$ cat src/rtl/decoder_2x4_pipe_pkg.sv
// Shared definitions for the streaming decoder/demux family.
// onehot_dec works at a fixed maximum width; callers cast to their own M.
package decoder_pkg;

    localparam int N_DEF     = 2;
    localparam int CNT_W_DEF = 8;
    localparam int N_MAX     = 6;
    localparam int M_MAX     = 2**N_MAX;

    function automatic logic [M_MAX-1:0] onehot_dec(input logic [N_MAX-1:0] code,
                                                    input logic             en);
        logic [M_MAX-1:0] word;
        word = '0;
        if (en) word[code] = 1'b1;
        return word;
    endfunction

endpackage

$ cat src/rtl/decoder_2x4_pipe_if.sv
// Producer/consumer/debug bundle of the streaming decoder.
// master = code producer and word consumer, slave = decoder block.
interface decoder_2x4_pipe_if #(
    parameter int N     = decoder_pkg::N_DEF,
    parameter int CNT_W = decoder_pkg::CNT_W_DEF
);
    localparam int M = 2**N;

    logic             in_valid;
    logic             in_ready;
    logic [N-1:0]     in_code;
    logic             in_en;
    logic             out_valid;
    logic             out_ready;
    logic [M-1:0]     out_onehot;
    logic [N-1:0]     cnt_sel;
    logic [CNT_W-1:0] cnt_val;
    logic             cnt_clr;

    modport master (
        output in_valid, in_code, in_en, out_ready, cnt_sel, cnt_clr,
        input  in_ready, out_valid, out_onehot, cnt_val
    );

    modport slave (
        input  in_valid, in_code, in_en, out_ready, cnt_sel, cnt_clr,
        output in_ready, out_valid, out_onehot, cnt_val
    );

endinterface

$ cat src/rtl/decoder_2x4_pipe_skid_fifo2.sv
// Generic 2-entry FIFO, valid/ready on both sides, no write-to-read bypass.
// The read data is forced to zero while the FIFO is empty.
module skid_fifo2 #(
    parameter int W = 4
) (
    input  logic         clk,
    input  logic         rst,
    input  logic         wr_valid_i,
    output logic         wr_ready_o,
    input  logic [W-1:0] wr_data_i,
    output logic         rd_valid_o,
    input  logic         rd_ready_i,
    output logic [W-1:0] rd_data_o
);

    logic [W-1:0] mem_q [2];
    logic [W-1:0] mem_d [2];
    logic         wr_ptr_q, wr_ptr_d;
    logic         rd_ptr_q, rd_ptr_d;
    logic [1:0]   count_q, count_d;
    logic         push, pop;

    // ready is masked by rst so nothing is offered while reset is held
    assign wr_ready_o = !rst && (count_q != 2'd2);
    assign rd_valid_o = (count_q != 2'd0);
    assign rd_data_o  = rd_valid_o ? mem_q[rd_ptr_q] : '0;
    assign push       = wr_valid_i && wr_ready_o;
    assign pop        = rd_valid_o && rd_ready_i;

    always_comb begin
        mem_d    = mem_q;
        wr_ptr_d = wr_ptr_q;
        rd_ptr_d = rd_ptr_q;
        count_d  = count_q;
        if (push) begin
            mem_d[wr_ptr_q] = wr_data_i;
            wr_ptr_d        = ~wr_ptr_q;
        end
        if (pop) rd_ptr_d = ~rd_ptr_q;
        case ({push, pop})
            2'b10:   count_d = count_q + 2'd1;
            2'b01:   count_d = count_q - 2'd1;
            default: count_d = count_q;
        endcase
    end

    always_ff @(posedge clk or posedge rst) begin
        if (rst) begin
            mem_q[0] <= '0;
            mem_q[1] <= '0;
            wr_ptr_q <= 1'b0;
            rd_ptr_q <= 1'b0;
            count_q  <= 2'd0;
        end else begin
            mem_q    <= mem_d;
            wr_ptr_q <= wr_ptr_d;
            rd_ptr_q <= rd_ptr_d;
            count_q  <= count_d;
        end
    end

endmodule

$ cat src/rtl/decoder_2x4_pipe.sv
// Streaming binary-to-one-hot decoder: decode at write, 2-entry FIFO,
// per-line saturating hit counters with combinational readback.
module decoder_2x4_pipe
    import decoder_pkg::*;
#(
    parameter int N     = N_DEF,
    parameter int CNT_W = CNT_W_DEF
) (
    input logic               clk,
    input logic               rst,
    decoder_2x4_pipe_if.slave bus
);

    localparam int             M       = 2**N;
    localparam logic [CNT_W-1:0] CNT_MAX = '1;

    logic [M-1:0]     wr_word;
    logic [M-1:0]     rd_word;
    logic             rd_valid;
    logic             rd_fire;
    logic [CNT_W-1:0] cnt_arr [M];

    assign wr_word = M'(onehot_dec(N_MAX'(bus.in_code), bus.in_en));

    skid_fifo2 #(.W(M)) u_fifo (
        .clk        (clk),
        .rst        (rst),
        .wr_valid_i (bus.in_valid),
        .wr_ready_o (bus.in_ready),
        .wr_data_i  (wr_word),
        .rd_valid_o (rd_valid),
        .rd_ready_i (bus.out_ready),
        .rd_data_o  (rd_word)
    );

    assign bus.out_valid  = rd_valid;
    assign bus.out_onehot = rd_word;
    assign rd_fire        = rd_valid && bus.out_ready;

    for (genvar i = 0; i < M; i++) begin : g_cnt
        logic [CNT_W-1:0] cnt_q, cnt_d;

        // clear wins over a same-cycle delivery
        always_comb begin
            cnt_d = cnt_q;
            if (bus.cnt_clr)
                cnt_d = '0;
            else if (rd_fire && rd_word[i] && (cnt_q != CNT_MAX))
                cnt_d = cnt_q + 1'b1;
        end

        always_ff @(posedge clk or posedge rst) begin
            if (rst) cnt_q <= '0;
            else     cnt_q <= cnt_d;
        end

        assign cnt_arr[i] = cnt_q;
    end

    assign bus.cnt_val = cnt_arr[bus.cnt_sel];

endmodule

$ cat src/flat_wrapper.sv
// flat-port wrapper written by rule: the top's interface ports become plain ports
module decoder_2x4_pipe_flat import decoder_pkg::*;
#(
    parameter int N     = N_DEF,
    parameter int CNT_W = CNT_W_DEF
)
  (clk, rst, bus_in_valid, bus_in_code, bus_in_en, bus_out_ready, bus_cnt_sel, bus_cnt_clr, bus_in_ready, bus_out_valid, bus_out_onehot, bus_cnt_val);
  decoder_2x4_pipe_if #(.N(N), .CNT_W(CNT_W)) bus_i ();
  input logic clk;
  input logic rst;
  input wire logic [$bits(bus_i.in_valid)-1:0] bus_in_valid;
  input wire logic [$bits(bus_i.in_code)-1:0] bus_in_code;
  input wire logic [$bits(bus_i.in_en)-1:0] bus_in_en;
  input wire logic [$bits(bus_i.out_ready)-1:0] bus_out_ready;
  input wire logic [$bits(bus_i.cnt_sel)-1:0] bus_cnt_sel;
  input wire logic [$bits(bus_i.cnt_clr)-1:0] bus_cnt_clr;
  output wire logic [$bits(bus_i.in_ready)-1:0] bus_in_ready;
  output wire logic [$bits(bus_i.out_valid)-1:0] bus_out_valid;
  output wire logic [$bits(bus_i.out_onehot)-1:0] bus_out_onehot;
  output wire logic [$bits(bus_i.cnt_val)-1:0] bus_cnt_val;
  assign bus_i.in_valid = bus_in_valid;
  assign bus_i.in_code = bus_in_code;
  assign bus_i.in_en = bus_in_en;
  assign bus_i.out_ready = bus_out_ready;
  assign bus_i.cnt_sel = bus_cnt_sel;
  assign bus_i.cnt_clr = bus_cnt_clr;
  assign bus_in_ready = bus_i.in_ready;
  assign bus_out_valid = bus_i.out_valid;
  assign bus_out_onehot = bus_i.out_onehot;
  assign bus_cnt_val = bus_i.cnt_val;
  decoder_2x4_pipe #(.N(N), .CNT_W(CNT_W)) u_core (.clk(clk), .rst(rst), .bus(bus_i));
endmodule
$ cat config.mk
export PLATFORM = sky130hd
export DESIGN_NAME = decoder_2x4_pipe_flat
export DESIGN_NICKNAME = d
export VERILOG_FILES = /design/src/rtl/decoder_2x4_pipe_pkg.sv /design/src/rtl/decoder_2x4_pipe_if.sv /design/src/rtl/decoder_2x4_pipe_skid_fifo2.sv /design/src/rtl/decoder_2x4_pipe.sv /design/src/flat_wrapper.sv
export SDC_FILE = /design/constraint.sdc
export NUM_CORES = 1
export LEC_CHECK = 0
export BUFFER_PORTS_ARGS = -buffer_cell sky130_fd_sc_hd__buf_2
export CORE_UTILIZATION = 63
export CTS_CLUSTER_SIZE = 16
export DETAILED_ROUTE_END_ITERATION = 7
export PLACE_DENSITY = 0.88
export SLEW_MARGIN = 20
export SYNTH_ARGS = -nofsm -noshare
export SYNTH_HDL_FRONTEND = slang
export SYNTH_SLANG_ARGS = --single-unit
$ cat constraint.sdc
create_clock -name clk -period 4.55 [get_ports clk]
set_input_delay 0.2275 -clock clk [delete_from_list [all_inputs] [get_ports clk]]
set_output_delay 0.2275 -clock clk [all_outputs]
set_load 0.03 [all_outputs]
==> flow_metrics.tcl, run 1 <==
set metrics [dict create \
    report.final.slew_viol_count 0 \
    synthToLayoutAreaGrowth_pct 12.0 \
    syn_nets 250 \
    clock_power_share_pct 32.4 \
    grt_pass1_wl_um 9920 \
    die_y_um 65.0 \
    synth_top_family_by_area "simple AND/OR/NAND/NOR gates" \
    top_usage_layer "met2" \
    wire_per_inst_um 19.5 \
    clk_latency_ns 0.30 \
    async_flop_share_pct 100 \
    grtUsageMet1_pct 42.2 \
    status "complete, no violations" \
    rows 22 \
    io_pins 24 \
    drt_iter0_drc 318 \
    setup-violations-final 0 \
    dr.pass1.iters 5 \
    cts.path.max_buffers 2 \
    wl_um 6000 \
    synth.avg_cell_area_um2 10.6 \
    fin_cells 307 \
    synth_area_leader_cell "dfrtp_1" \
    p_leak_nw 1.25 \
    antenna_cells 0 \
    mostFrequentLayoutCells "44 x dfrtp_1, 24 x nor2_1, 23 x buf_2, 16 x nand3_1, 15 x a21oi_1" \
    switching_share_pct 32.1 \
    share_seq_of_total_power_pct 40.9 \
    synth_xor_xnor_area_share_pct 4.21 \
    cts.sinks 44 \
    met2_usage_pct 49.7 \
    grtUsageTotal_pct 31.8 \
    die_w_um 65.0 \
    fmax_mhz 510 \
    synthMuxAreaShare_pct 15.8 \
    layout_commonest_cell "dfrtp_1" \
    crit_required_ns 4.78 \
    ctsResizeCount 0 \
    yosys_most_used_dff "dfrtp_1" \
    htreeDepth 2 \
    cp-start-kind "flip-flop" \
    fill_cells 257 \
    synth-compound-area-share_pct 13.1 \
    switchingPower_mw 0.408 \
    yosysUniqueCellTypes 41 \
    antenna_found_initial 0 \
    end_kind "flip-flop" \
    path_class "reg -> reg" \
    grt_max_degree 47 \
    syn_area_um2 2500 \
    clk_pin_slew_worst_paths_ns 0.08 \
    synth_top_cell_area_share_pct 44.1 \
    synth_fa_ha_area_share_pct 2.50 \
    maxCapViolations 0 \
    critPathArrivalTime_ns 2.19 \
    grt.overflow.total 0 \
    seq_area_um2 1100 \
    grt_use_met3_pct 5.81 \
    drive_gt1_share_pct 22.4 \
    ys_warn_count 0 \
    cts-root-buf "clkbuf_8" \
    dp_cells 299 \
    nNetsFinal 273 \
    vias_per_cell 6.79 \
    routabilityCongestion 0.892 \
    tightestPinTransition_ns 0.591 \
    io_buffers 23 \
    p_comb_share_pct 26.7 \
    synth-seq-area-share_pct 44.1 \
    fin_crit_sh_pct 43.1 \
    initial_core_util_pct 66.7 \
    postCtsSetupBuffers 0 \
    ys_ff_latch 44 \
    critPathMaxFanout 5 \
    yosys-top-cells-area "dfrtp_1 44%, mux4_2 7.2%, mux2_2 5.0%, mux2i_1 3.6%, nor2_1 3.6%" \
    peakVddDrop_mv 0.229 \
    cts_hold_buf 0 \
    skew_ns 0.00594 \
    hold_violations 0 \
    vias 2084 \
    powerDensity_nw_per_um2 454 \
    internal_power_mw 0.862 \
    antenna_left 0 \
    period_minus_slack_ns 1.96 \
    tns_ns 0 \
    cts_tree "built" \
    drc 0 \
    hold_class "in -> async" \
    core_area_um2 3740 \
    synthSimpleGateAreaFrac_pct 17.6 \
    slew_headroom_pct 60.5 \
    cts_buffers 5 \
    hpwlAfterDp_um 3930 \
    grt_pass1_vias 1985 \
    multi_input_area_um2 1330 \
    synth_edf_count 0 \
    rsz0062_at_grt "false" \
    synth_cells 235 \
    dieArea_um2 4220 \
]
## critical path, cell delays in order, from the launching register on
cell and delay, ns:
dfrtp_1 0.44, ha_1 0.28, and3_1 0.20, a2111o_1 0.48, or3_1 0.33, a21oi_1 0.15
## per-stage QoR
stage | cell area (um2) | setup slack [ns] | power [mW] | hold slack [ns] | utilization, %
CTS | 2800 | 2.62 | 1.27 | 0.0793 | 74.7
floorplan | 2500 | 2.26 | 0.786 | 0.325 | -
detailed placement | 2640 | 2.50 | 0.859 | 0.404 | 70.5
global route | 2800 | 2.51 | 1.32 | 0.112 | 74.7
finish | 2800 | 2.59 | 1.27 | 0.0511 | 74.7
global placement | 2640 | 2.63 | 0.845 | 0.395 | 70.5
## power groups by stage
stage / combinational, mW / sequential, mW / clock [mW]
2_1_floorplan: 0.298 / 0.488 / 0
3_3_place_gp: 0.325 / 0.520 / 0
3_5_place_dp: 0.336 / 0.522 / 0
4_1_cts: 0.341 / 0.516 / 0.414
5_1_grt: 0.366 / 0.526 / 0.431
6_report: 0.339 / 0.520 / 0.411
## area by class of cell
cell class	instances	area share (%)
Inverter	7	0.939
Multi-Input combinational cell	176	47.5
Tap cell	48	2.15
Timing Repair Buffer	24	4.38
Clock buffer	5	2.46
Sequential cell	44	39.4
Clock inverter	3	3.22
## flip-flops by register name, indices dropped and copies added, names as in the netlist
name	flops
u_core.g_cnt.cnt_q	32
u_core.u_fifo.mem_q	8
u_core.u_fifo.count_q	2
u_core.u_fifo.rd_ptr_q	1
u_core.u_fifo.wr_ptr_q	1
## cell usage after synthesis, types with 3 or more instances
library cell and number:
mux2i_1 9, xnor2_1 5, o31ai_1 6, or4_1 5
xor2_1 7, nand2_1 11, ha_1 5, inv_1 6
mux2_2 11, mux4_2 8, nor2b_1 3, or3_1 11
o21ai_0 11, dfrtp_1 44, a21oi_1 15, nand4_1 4
nor4_1 3, nand3_1 16, clkbuf_1 5, nor2_1 24
## logic make-up (layout without fill, tap and decap cells)
group	Yosys count	in the layout
DFF	44	44
AOI/OAI and AO/OA	47	47
adders and majority gates	5	5
muxes	28	28
buffers and inverters	15	39
and+or+nand+nor	84	84
xor gates and xnor gates	12	12
## path summary, 6_finish.rpt
kind / startpoint / to / slack, ns / cells past startpoint
worst min register to register: u_core.u_fifo.wr_ptr_q / u_core.u_fifo.wr_ptr_q / 0.51 / 1
worst max-delay path: u_core.g_cnt[0].cnt_q[0] / u_core.g_cnt[0].cnt_q[7] / 2.59 / 5
min in group clk: bus_out_ready / u_core.u_fifo.rd_ptr_q / 0.31 / 3
worst min-delay path: rst / u_core.g_cnt[0].cnt_q[7] / 0.05 / 3
worst max register to register: u_core.g_cnt[0].cnt_q[0] / u_core.g_cnt[0].cnt_q[7] / 2.59 / 5
max in group asynchronous: rst / u_core.g_cnt[1].cnt_q[2] / 4.11 / 3
## layer usage
metal  up-vias  wire [um]
li1        924          -
met1      1003       2460
met2       125       2830
met3        32        448
met4         0        265
met5         -          0
Note: power is estimated with default switching activity, not from simulation.
==> inputs of run 2 (changes only) <==
--- a/config.mk
+++ b/config.mk
@@ -5,11 +5,12 @@
 export SDC_FILE = /design/constraint.sdc
 export NUM_CORES = 1
 export LEC_CHECK = 0
+export ABC_AREA = 1
 export BUFFER_PORTS_ARGS = -buffer_cell sky130_fd_sc_hd__buf_2
-export CORE_UTILIZATION = 63
+export CORE_UTILIZATION = 60
 export CTS_CLUSTER_SIZE = 16
 export DETAILED_ROUTE_END_ITERATION = 7
-export PLACE_DENSITY = 0.88
+export PLACE_DENSITY = 0.84
 export SLEW_MARGIN = 20
 export SYNTH_ARGS = -nofsm -noshare
 export SYNTH_HDL_FRONTEND = slang
==> constraint.sdc (replaced) <==
create_clock -name clk -period 1.9 [get_ports clk]
set_input_delay 0.095 -clock clk [delete_from_list [all_inputs] [get_ports clk]]
set_output_delay 0.095 -clock clk [all_outputs]
set_load 0.03 [all_outputs]
==> flow_metrics.tcl, run 2 <==
set metrics [dict create \
    core_area_um2 4720 \
    htreeDepth 2 \
    crit_required_ns 2.07 \
    tns_ns 0 \
    ys_warn_count 0 \
    top_regs "u_core.g_cnt.cnt_q x32, u_core.u_fifo.mem_q x8, u_core.u_fifo.count_q x2" \
    cts-root-buf "clkbuf_8" \
    cts_buffers 5 \
    dr.pass1.iters 6 \
    largest_reg_flops 32 \
    cts.sinks 44 \
    nNetsFinal 456 \
    layout_commonest_cell "nand2_1" \
    peakVddDrop_mv 0.633 \
    finalInstanceArea_um2 3220 \
    die_w_um 72.1 \
    critical-path-slowest-cell "dfrtp_1" \
    clk_latency_ns 0.30 \
    dieArea_um2 5200 \
    yosys-top-cells-count "112 x nand2_1, 70 x nand3_1, 44 x dfrtp_1" \
    drc 0 \
    io_pins 24 \
    report.final.slew_viol_count 0 \
    synth-seq-area-share_pct 37.4 \
    setup-violations-final 0 \
    vias_per_cell 5.65 \
    clk_pin_slew_worst_paths_ns 0.08 \
    die_y_um 72.1 \
    yosys_most_used_dff "dfrtp_1" \
    synth_area_leader_cell "dfrtp_1" \
    synthToLayoutAreaGrowth_pct 9.26 \
    vias 2877 \
    wire_per_inst_um 13.5 \
    grt.overflow.total 0 \
    async_flop_share_pct 100 \
    powerDensity_nw_per_um2 884 \
    place_ws_ns 0.259 \
    yosys-top-cells-area "dfrtp_1 37%, nand2_1 14%, nand3_1 12%, nor2_1 5.1%, inv_1 5.0%" \
    hpwlAfterDp_um 5040 \
    antenna_found_initial 0 \
    fin_cells 509 \
    worst_slack_ns 0.258 \
    skew_ns 0.00410 \
    post_dp_cell_area_um2 3120 \
    hold_class "in -> reg" \
    grt_pass1_vias 2547 \
    io_buffers 23 \
    drive_gt1_share_pct 12.7 \
    grt_max_degree 45 \
    cts.path.max_buffers 2 \
    slew_headroom_pct 61.8 \
    end_kind "flip-flop" \
    cpPeakStageDelay_ns 0.43 \
    period_minus_slack_ns 1.64 \
    cp_cell_sequence "inv_1 > nand2_4 > nand2_1 > inv_1 > ha_1 > a21oi_1 > o21ai_0 > xor2_1" \
    synth_cells 419 \
    antenna_left 0 \
    critPathArrivalTime_ns 1.82 \
    status "complete, no violations" \
    critPathMaxFanout 6 \
    wl_um 6880 \
    dp_cells 500 \
    p_total_mw 2.84 \
    rsz0062_at_grt "false" \
    drt_iter0_drc 295 \
    cts_tree "built" \
    yosysUniqueCellTypes 29 \
    grtUsageTotal_pct 28.9 \
    regMostFlops "u_core.g_cnt.cnt_q" \
    initial_core_util_pct 62.4 \
    grt_pass1_wl_um 11800 \
    antenna_cells 0 \
    syn_nets 434 \
    rows 25 \
    synth.most_common_cell "nand2_1" \
    synth_edf_count 0 \
    path_class "reg -> reg" \
    ys_ff_latch 44 \
    hold_violations 0 \
    synth.avg_cell_area_um2 7.03 \
    mostFrequentLayoutCells "112 x nand2_1, 70 x nand3_1, 44 x dfrtp_1, 40 x nor2_1, 39 x inv_1" \
    synth_top_cell_area_share_pct 37.4 \
    fin_crit_sh_pct 86.4 \
    tightestPinTransition_ns 0.573 \
    critPathMostFrequentCell "inv_1" \
    maxCapViolations 0 \
    cp-start-kind "flip-flop" \
    p_leak_nw 1.68 \
    routabilityCongestion 0.888 \
    fmax_mhz 609 \
    syn_area_um2 2950 \
]
run 2: cell types whose count changed after synthesis, moves of 9 or more:
cell	previous run	this run
inv_1	6	39
mux2_2	11	0
mux2i_1	9	0
nand2_1	11	112
nand3_1	16	70
nor2_1	24	40
or3_1	11	0
run 2: kinds of logic (layout without fill, tap and decap cells):
logic type / count (synthesis) / in the layout / share of synthesized area, %
AO/OA/AOI/OAI: 53 / 53 / 10.2
flip-flops: 44 / 44 / 37.4
XOR/XNOR: 10 / 10 / 2.97
adder cells (fa/ha/maj): 5 / 5 / 2.12
buffers and inverters: 56 / 79 / 7.69
AND/OR/NAND/NOR: 251 / 251 / 39.6
run 2: routing by layer:
metal / GRT usage, % / vias to the layer above / share of wire [%]
met4: 13.1 / 0 / 1.9
met1: 40.0 / 1335 / 45
met3: 4.72 / 14 / 5.7
li1: - / 1419 / -
met2: 44.5 / 109 / 48
met5: 0 / - / 0
run 2: critical path: cells and delay by family, from the launching register on:
family | cells | cell delay (ns)
simple gates | 2 | 0.19
xor+xnor | 1 | 0.16
fa+ha+maj | 1 | 0.30
compound gates | 2 | 0.26
buf+inv | 2 | 0.20
flops | 1 | 0.43
run 2: layout make-up:
| type | count | area (um2) |
|---|---|---|
| fillers | 387 | 1500 |
| clock buffers | 8 | 90.1 |
| well taps | 67 | 83.8 |
| repair buffers | 27 | 160 |
| flip-flops and latches | 44 | 1100 |
| multi-input cells | 319 | 1620 |
| inverters | 44 | 165 |
run 2: final timing paths:
| check | start | end | slack, ns | cells after the start |
|---|---|---|---|---|
| max | u_core.u_fifo.count_q[1] | u_core.u_fifo.count_q[1] | 0.26 | 8 |
| min | bus_in_code[0] | u_core.u_fifo.mem_q[2] | 0.10 | 4 |
| max reg2reg | u_core.u_fifo.count_q[1] | u_core.u_fifo.count_q[1] | 0.26 | 8 |
| min reg2reg | u_core.u_fifo.mem_q[4] | u_core.u_fifo.mem_q[4] | 0.50 | 2 |
| max in group asynchronous | rst | u_core.g_cnt[0].cnt_q[1] | 0.98 | 4 |
| min in group asynchronous | rst | u_core.u_fifo.count_q[1] | 0.54 | 4 |
run 2: timing repair:
item                                   4_1_cts  5_1_grt
hold buffers                                 1        0
endpoints found under the hold margin       44        0
buffers inserted                             0        0
gates resized for setup                      0        0
run 2: stage by stage:
step | util (%) | hold WS, ns
final | 68.2 | 0.103
after global routing | 68.2 | 0.127
after CTS | 68.2 | 0.0924
after global placement | 66.0 | 0.306
after floorplan | - | 0.229
after detailed placement | 66.0 | 0.308
run 2: power by group:
part | leakage [nW] | switching (mW) | internal, mW
Clock | 0.0455 | 0.307 | 0.297
Sequential | 0.601 | 0.143 | 1.07
Combinational | 1.03 | 0.725 | 0.302
